**src/rtl/warp_issue_scheduler.sv**
```systemverilog
// warp_issue_scheduler
//   Picks which warp's head instruction leaves the per-warp instruction buffer
//   each cycle. The candidates are warps that have a buffered instruction and
//   are not stalled. Arbitration is round-robin. A warp whose age counter has
//   saturated at STARVE_LIMIT takes priority over round-robin. The grant is
//   registered and handed to issue with a valid/ready handshake.
//
// Ports
//   clk            clock
//   reset          synchronous, active-high reset
//   req_valid      [NUM_WARPS]  per-warp buffer non-empty
//   req_stall      [NUM_WARPS]  per-warp stall (hazard / barrier / fence)
//   issue_valid    registered grant valid
//   issue_wid      [NW_BITS]    registered granted warp index
//   issue_ready    issue stage accepts the grant
//   starve_active  the current grant was chosen by the starvation override
//
// Optional feature (macro ISSUE_SCHED_PERF_EN)
//   perf_issued    [32] number of fires
//   perf_idle      [32] cycles in which no warp was eligible
//   perf_starve    [32] fires of starvation-chosen grants
//   All three counters wrap modulo 2^32. Arbitration is the same in both builds.

module warp_issue_scheduler #(
    parameter int NUM_WARPS    = 4,
    parameter int NW_BITS      = $clog2(NUM_WARPS),
    parameter int STARVE_LIMIT = 8,
    parameter int AGE_BITS     = $clog2(STARVE_LIMIT + 1)
) (
    input  logic                 clk,
    input  logic                 reset,
    input  logic [NUM_WARPS-1:0] req_valid,
    input  logic [NUM_WARPS-1:0] req_stall,
    output logic                 issue_valid,
    output logic [NW_BITS-1:0]   issue_wid,
    input  logic                 issue_ready,
    output logic                 starve_active
`ifdef ISSUE_SCHED_PERF_EN
    ,
    output logic [31:0]          perf_issued,
    output logic [31:0]          perf_idle,
    output logic [31:0]          perf_starve
`endif
);

    localparam logic [AGE_BITS-1:0] AGE_MAX = AGE_BITS'(STARVE_LIMIT);

    logic [NUM_WARPS-1:0] eligible;
    logic                 fire;
    logic                 reselect;
    logic [NW_BITS-1:0]   rr_ptr;
    logic [AGE_BITS-1:0]  age [NUM_WARPS];

    logic                 sel_valid;
    logic [NW_BITS-1:0]   sel_wid;
    logic                 sel_starve;
    logic [NW_BITS-1:0]   rr_base;
    logic [NW_BITS-1:0]   rr_idx;

    assign eligible = req_valid & ~req_stall;
    assign fire     = issue_valid & issue_ready;
    assign reselect = ~issue_valid | fire;

    // If a grant fires this cycle, the round-robin search starts just after that
    // warp, so the pointer update and the next pick agree.
    assign rr_base = fire ? issue_wid : rr_ptr;

    always_comb begin
        // NOTE: every output of this block gets a default first. Otherwise a path
        // that assigns nothing would infer a latch.
        sel_valid  = 1'b0;
        sel_wid    = '0;
        sel_starve = 1'b0;
        rr_idx     = '0;

        // Starvation override: the lowest-index starved warp wins. A warp that
        // is firing now is left out even if its age has saturated. Its age
        // clears on this fire, and it may be granted again only through
        // round-robin.
        for (int i = NUM_WARPS - 1; i >= 0; i--) begin
            if (eligible[i] && (age[i] == AGE_MAX) &&
                !(fire && (issue_wid == NW_BITS'(i)))) begin
                sel_valid  = 1'b1;
                sel_wid    = NW_BITS'(i);
                sel_starve = 1'b1;
            end
        end

        // Round-robin: search downward so the last hit is the smallest offset
        // after rr_base. Offset NUM_WARPS truncates to 0, which gives rr_base
        // itself. That is the lowest priority, so the fired warp repeats only
        // when it is the only warp eligible.
        if (!sel_starve) begin
            for (int k = NUM_WARPS; k >= 1; k--) begin
                rr_idx = rr_base + NW_BITS'(k);
                if (eligible[rr_idx]) begin
                    sel_valid = 1'b1;
                    sel_wid   = rr_idx;
                end
            end
        end
    end

    always_ff @(posedge clk) begin
        if (reset) begin
            issue_valid   <= 1'b0;
            issue_wid     <= '0;
            starve_active <= 1'b0;
            rr_ptr        <= NW_BITS'(NUM_WARPS - 1);
            // NOTE: the age array is only NUM_WARPS small flops, not a RAM.
            // It is reset with the rest of the state so that starvation starts
            // from a known point.
            for (int i = 0; i < NUM_WARPS; i++) age[i] <= '0;
        end else begin
            // While the grant is held (valid && !ready), wid and starve_active stay
            // frozen. A stall that rises on the held warp does not revoke it.
            if (reselect) begin
                issue_valid   <= sel_valid;
                starve_active <= sel_valid & sel_starve;
                if (sel_valid) issue_wid <= sel_wid;
            end
            if (fire) rr_ptr <= issue_wid;

            for (int i = 0; i < NUM_WARPS; i++) begin
                if ((fire && (issue_wid == NW_BITS'(i))) || !eligible[i])
                    age[i] <= '0;
                else if (age[i] != AGE_MAX)
                    age[i] <= age[i] + AGE_BITS'(1);
            end
        end
    end

`ifdef ISSUE_SCHED_PERF_EN
    always_ff @(posedge clk) begin
        if (reset) begin
            perf_issued <= '0;
            perf_idle   <= '0;
            perf_starve <= '0;
        end else begin
            if (fire)                  perf_issued <= perf_issued + 32'd1;
            if (eligible == '0)        perf_idle   <= perf_idle + 32'd1;
            if (fire && starve_active) perf_starve <= perf_starve + 32'd1;
        end
    end
`endif

endmodule
```
**config.mk**
```make
export PLATFORM = sky130hd
export DESIGN_NAME = warp_issue_scheduler
export DESIGN_NICKNAME = d
export VERILOG_FILES = /design/src/rtl/warp_issue_scheduler.sv
export SDC_FILE = /design/constraint.sdc
export NUM_CORES = 1
export LEC_CHECK = 0
export BUFFER_PORTS_ARGS = -buffer_cell sky130_fd_sc_hd__buf_2
export CELL_PAD_IN_SITES_DETAIL_PLACEMENT = 1
export CELL_PAD_IN_SITES_GLOBAL_PLACEMENT = 1
export CORE_MARGIN = 5
export CORE_UTILIZATION = 49
export DETAILED_ROUTE_END_ITERATION = 10
export PLACE_DENSITY_LB_ADDON = 0.08
export SYNTH_ARGS = -nofsm -noshare
export SYNTH_HDL_FRONTEND = slang
export SYNTH_SLANG_ARGS = --single-unit
```
**constraint.sdc**
```tcl
create_clock -name clk -period 3.3 [get_ports clk]
set_input_delay 0.66 -clock clk [delete_from_list [all_inputs] [get_ports clk]]
set_output_delay 0.66 -clock clk [all_outputs]
set_load 0.02 [all_outputs]
```
## After elaboration in Yosys (flattened, before gate mapping)

Memories as Yosys holds them, arrays and structs flattened.
Index checks and enable logic that the tools add are counted.

- Shifts and indexed selects: 0
- Multiply operators: 0
- Magnitude comparators: 4
- Equality and inequality tests: 11
- Bitwise operators: 14
- Divide/modulo/power cells: 0
- $add $sub $neg: 7
- Reductions and logical operators: 26
- Mux-type cells: 65

Operator list:

| operator | count |
|---|---|
| 1-bit two-way mux | 43 |
| 4-bit two-way mux | 8 |
| 2-bit two-way mux | 10 |
| 4-bit by 1-bit adder with 4-bit output, second input constant | 4 |
| 4-bit == test, second input constant | 4 |
| 4-bit != test, second input constant | 4 |
| 1-bit logical AND | 12 |
| 2-bit by 3-bit less-than comparator with 1-bit output, second input constant | 4 |
| 1-bit OR | 9 |
| 1-bit binary-select mux with 2-bit select | 4 |
| 1-bit zero test | 8 |
| 2-bit adder, second input constant | 2 |
| 4-bit bitwise AND | 1 |
| 2-bit == test, second input constant | 2 |
| 1-bit logical OR | 4 |
| 4-bit inverter | 1 |
| 2-bit by 1-bit adder with 2-bit output, second input constant | 1 |
| 1-bit bitwise AND | 2 |
| 2-bit by 1-bit == test with 1-bit output, second input constant | 1 |
| 2-bit zero test | 1 |
| 2-bit AND reduction | 1 |
| 1-bit inverter | 1 |

- Bits in read-only memories: 0
- Flip-flop bits (word level): 6
- Memories kept: 1
- RAM bits: 16
- Word-level logic and storage cells: 132
- Bits in latches: 0
- Bits of input ports: 11
- Output and inout bits: 4

Memory list:

| name | depth | width | read ports | clocked after memory_dff | write ports | RTL line | RTL |
|---|---|---|---|---|---|---|---|
| age | 4 | 4 | 4 | 0 | 4 | 52 | `logic [AGE_BITS-1:0] age [NUM_WARPS];` |

## Logic depth before layout (Yosys ltp)

- Depth in word-level cells: 13
- Gate-level depth with buffers: 8
- Gate-level depth less buffers: 8

## Worst setup path before layout

No wires, ideal clock.

- Kind: input to register
- Start point: input port req_stall[1]
- End point: register issue_wid[0]
- Arrival: 1.647 ns
- Setup slack: 1.523 ns
- Library setup time: 0.130 ns
- Required time: 3.170 ns
- Stages on the path: 6
- Path buffers: 0
- Cells stage by stage: and2b_1 > nor2_1 > o31ai_1 > o32ai_2 > a21boi_1 > o32ai_1

- Cells in the longest elaborated chain, start to end: 11
- Elaborated cells on any way between the ends: 27

Ends and longest elaborated chain:

| element | RTL line | RTL |
|---|---|---|
| from (decl) | 33 | `input logic [NUM_WARPS-1:0] req_stall,` |
| 4-bit inverter * | 60 | `assign eligible = req_valid & ~req_stall;` |
| 4-bit bitwise AND * | 60 |  |
| parallel branches: the longest is 9 deep, another holds 1-bit binary-select mux with 2-bit select | n/a |  |
| to (signal assigned) | 120 | `if (sel_valid) issue_wid <= sel_wid;` |
| to (decl) | 35 | `output logic [NW_BITS-1:0] issue_wid,` |

Every way passes the cells marked *. The select of a mux whose other input is x is not followed.
A chain may end at the register's enable or synchronous reset.

## Final worst setup path

- Start point: input port issue_ready
- End point: register issue_wid[0]

- Cells in the longest elaborated chain, start to end: 13
- Elaborated cells on any way between the ends: 45

Ends and longest elaborated chain:

| element | RTL line | RTL |
|---|---|---|
| from (decl) | 36 | `input logic issue_ready,` |
| 1-bit bitwise AND * | 61 | `assign fire = issue_valid & issue_ready;` |
| parallel branches: the longest is 12 deep, another holds 2-bit adder | n/a |  |

Marks and branches as above.

==> results.toml <==
[pwr]
irDropWorstVdd_mv = 0.261
leakagePower_nw = 0.671
p_per_area_nw_per_um2 = 405

[grt]
grt_pass1_wl_um = 5860
grt_max_degree = 16
grt_pass1_vias = 1263
grt_remaining_overflow = 0
track_usage = 0.175
grt_antenna_before_repair = 0

[logic_synthesis]
syn_area_per_cell_um2 = 9.84
syn_area_um2 = 1470
ys_types = 42
synth_flop_cell = "edfxtp_1"
synthMostInstantiatedCell = "nor2_1"
synth_top_area_frac = 0.328
yosysSeqAreaShare = 0.410
syn-instance-count = 149
synth_common_cells = "nor2_1, edfxtp_1, inv_1, nand2_1, ha_1"
async_flop_share = 0
synth_fp_nets = 168
yosys.area.top_type = "edfxtp_1"
synth_area_leaders = "edfxtp_1, dfxtp_1, ha_1, nor2_1, or2b_1"
ys_ff_latch = 22
ys_warn_count = 0
synth_edf_count = 16

[timing]
period_minus_slack_ns = 1.83
report.final.slew_viol_count = 0
slew_headroom = 0.756
finalHoldViolCount = 0
max_clock_freq_ghz = 0.547
finalCritPeriodShare = 0.554
worst_slew_pin_slew_ns = 0.365
tns_ns = 0
setup_ws_ns = 1.47
rsz0062_at_grt = "no"
skew_ns = 0.00563
setup_viol = 0

[floorplanning]
core_um2 = 2810
start_util = 0.523
die_h_um = 64.7
die_area_um2 = 4190
rows = 19
num_io_pins = 15
die_x_um = 64.7

[routing]
finalWirelength_um = 3150
drcViolationCount = 0
via_per_inst = 5.89
dr.pass1.iters = 4
drt_iter0_drc = 18
wl_per_cell_um = 16.0
vias = 1160
ant_nets = 0

[worst_setup_path]
worst_setup_path_end_kind = "flip-flop"
crit_fanout = 7
reg2reg_to = "issue_wid[0]"
reg2reg_setup_slack_ns = 1.54
required_ns = 3.51
timing.rr.start = "issue_wid[1]"
path_class = "in2reg"
critPathArrivalTime_ns = 2.04
worst_setup_path_start_kind = "input port"
reg2regPathDepth = 6

[cts]
cts-htree-levels = 1
clkLatencyLatePin_ns = 0.30
cts_buffers = 3
postCtsSetupBuffers = 0
clkTransAtPathRegs_ns = 0.13
clock-sinks = 22
root_buffer = "clkbuf_4"
cts_tree = "built"
cts_hold_buf = 0
clock_path_buffers = 2
cts_resized = 0

[final_layout]
diodes = 0
drive_above_1_share = 0.181
nFillCells = 321
fin_cells = 197
final_nets = 186
syn_to_final_growth_pct = 10.7
multiInputGateArea_um2 = 823
post-route-util = 0.579
seq_area_um2 = 601

[place]
gp_congestion = 0.819
dpl.cell_count = 193
place_ws_ns = 1.15
portBuffers = 14
dpl.hpwl_um = 2530

[job]
drv_cap = 0

[status]
status = "completed"

[hold_path]
hold_depth = 2
hp-start = "starve_active"
hp-class = "reg2reg"
min_to = "starve_active"
worst max-delay path by stage:
stage	startpoint	to	slack [ns]
2_1_floorplan	req_stall[1]	issue_wid[0]	1.52
6_report	issue_ready	issue_wid[0]	1.47
3_5_place_dp	issue_ready	issue_wid[0]	1.15
4_1_cts	issue_ready	issue_wid[0]	1.49
3_3_place_gp	issue_ready	issue_wid[0]	1.25
5_1_grt	issue_ready	issue_wid[0]	1.41
metal layers:
| layer | wire, µm | GRT usage | share of wire | up-vias |
|---|---|---|---|---|
| met5 | 0 | 0 | 0 | - |
| met4 | 71 | 0.0660 | 0.023 | 0 |
| met3 | 85 | 0.0242 | 0.027 | 6 |
| met2 | 1540 | 0.291 | 0.49 | 21 |
| met1 | 1460 | 0.232 | 0.46 | 571 |
| li1 | - | - | - | 562 |
cell usage in the layout, fill, tap and decap left out, drive strengths merged, types with 3 or more instances in the layout:
cell type,n
or2b,9
o31ai,3
clkbuf,3
xnor2,4
buf,14
nand2,11
nand2b,4
nor2,22
nand3,7
ha,8
and2b,3
edfxtp,16
dfxtp,6
inv,10
xor2,4
o21ai,5
mux2i,6
o32ai,3
layout make-up:
cell class                      count  share of cell area
Sequential cell                    22               0.370
Inverter                           10              0.0231
Clock buffer                        3              0.0139
Multi-Input combinational cell    116               0.507
Clock inverter                      1              0.0185
Tap cell                           31              0.0239
Timing Repair Buffer               14              0.0432
flip-flops by register name, summed over array words and instances (netlist names):
name,count
age,16
issue_wid,2
rr_ptr,2
issue_valid,1
starve_active,1
cells by family after synthesis:
group	after synthesis	synth area share
mux	6	0.0580
simple gates	72	0.270
fa+ha+maj	8	0.0683
flops	22	0.410
compound gates	22	0.117
xor+xnor	8	0.0478
buf+inv	11	0.0290
worst max-delay path: stages:
cell and delay (ns):
buf_2 0.14, nand2_4 0.15, mux2i_4 0.36, mux2i_1 0.23, a21o_1 0.13, a21oi_1 0.07
o32ai_1 0.29
report_power, final:
part           switching [mW]  internal (mW)
logic                  0.0702         0.0580
registers              0.0195          0.305
clock network          0.0825          0.123
total                   0.172          0.485
metrics by stage:
step,hold slack [ns],power (mW),instance area [µm²]
after floorplan,0.561,0.420,1470
after global placement,0.490,0.452,1570
after detailed placement,0.503,0.457,1570
after CTS,0.524,0.661,1620
after global routing,0.608,0.694,1620
final,0.525,0.658,1620
No activity file was read; power rests on OpenSTA's default activity.
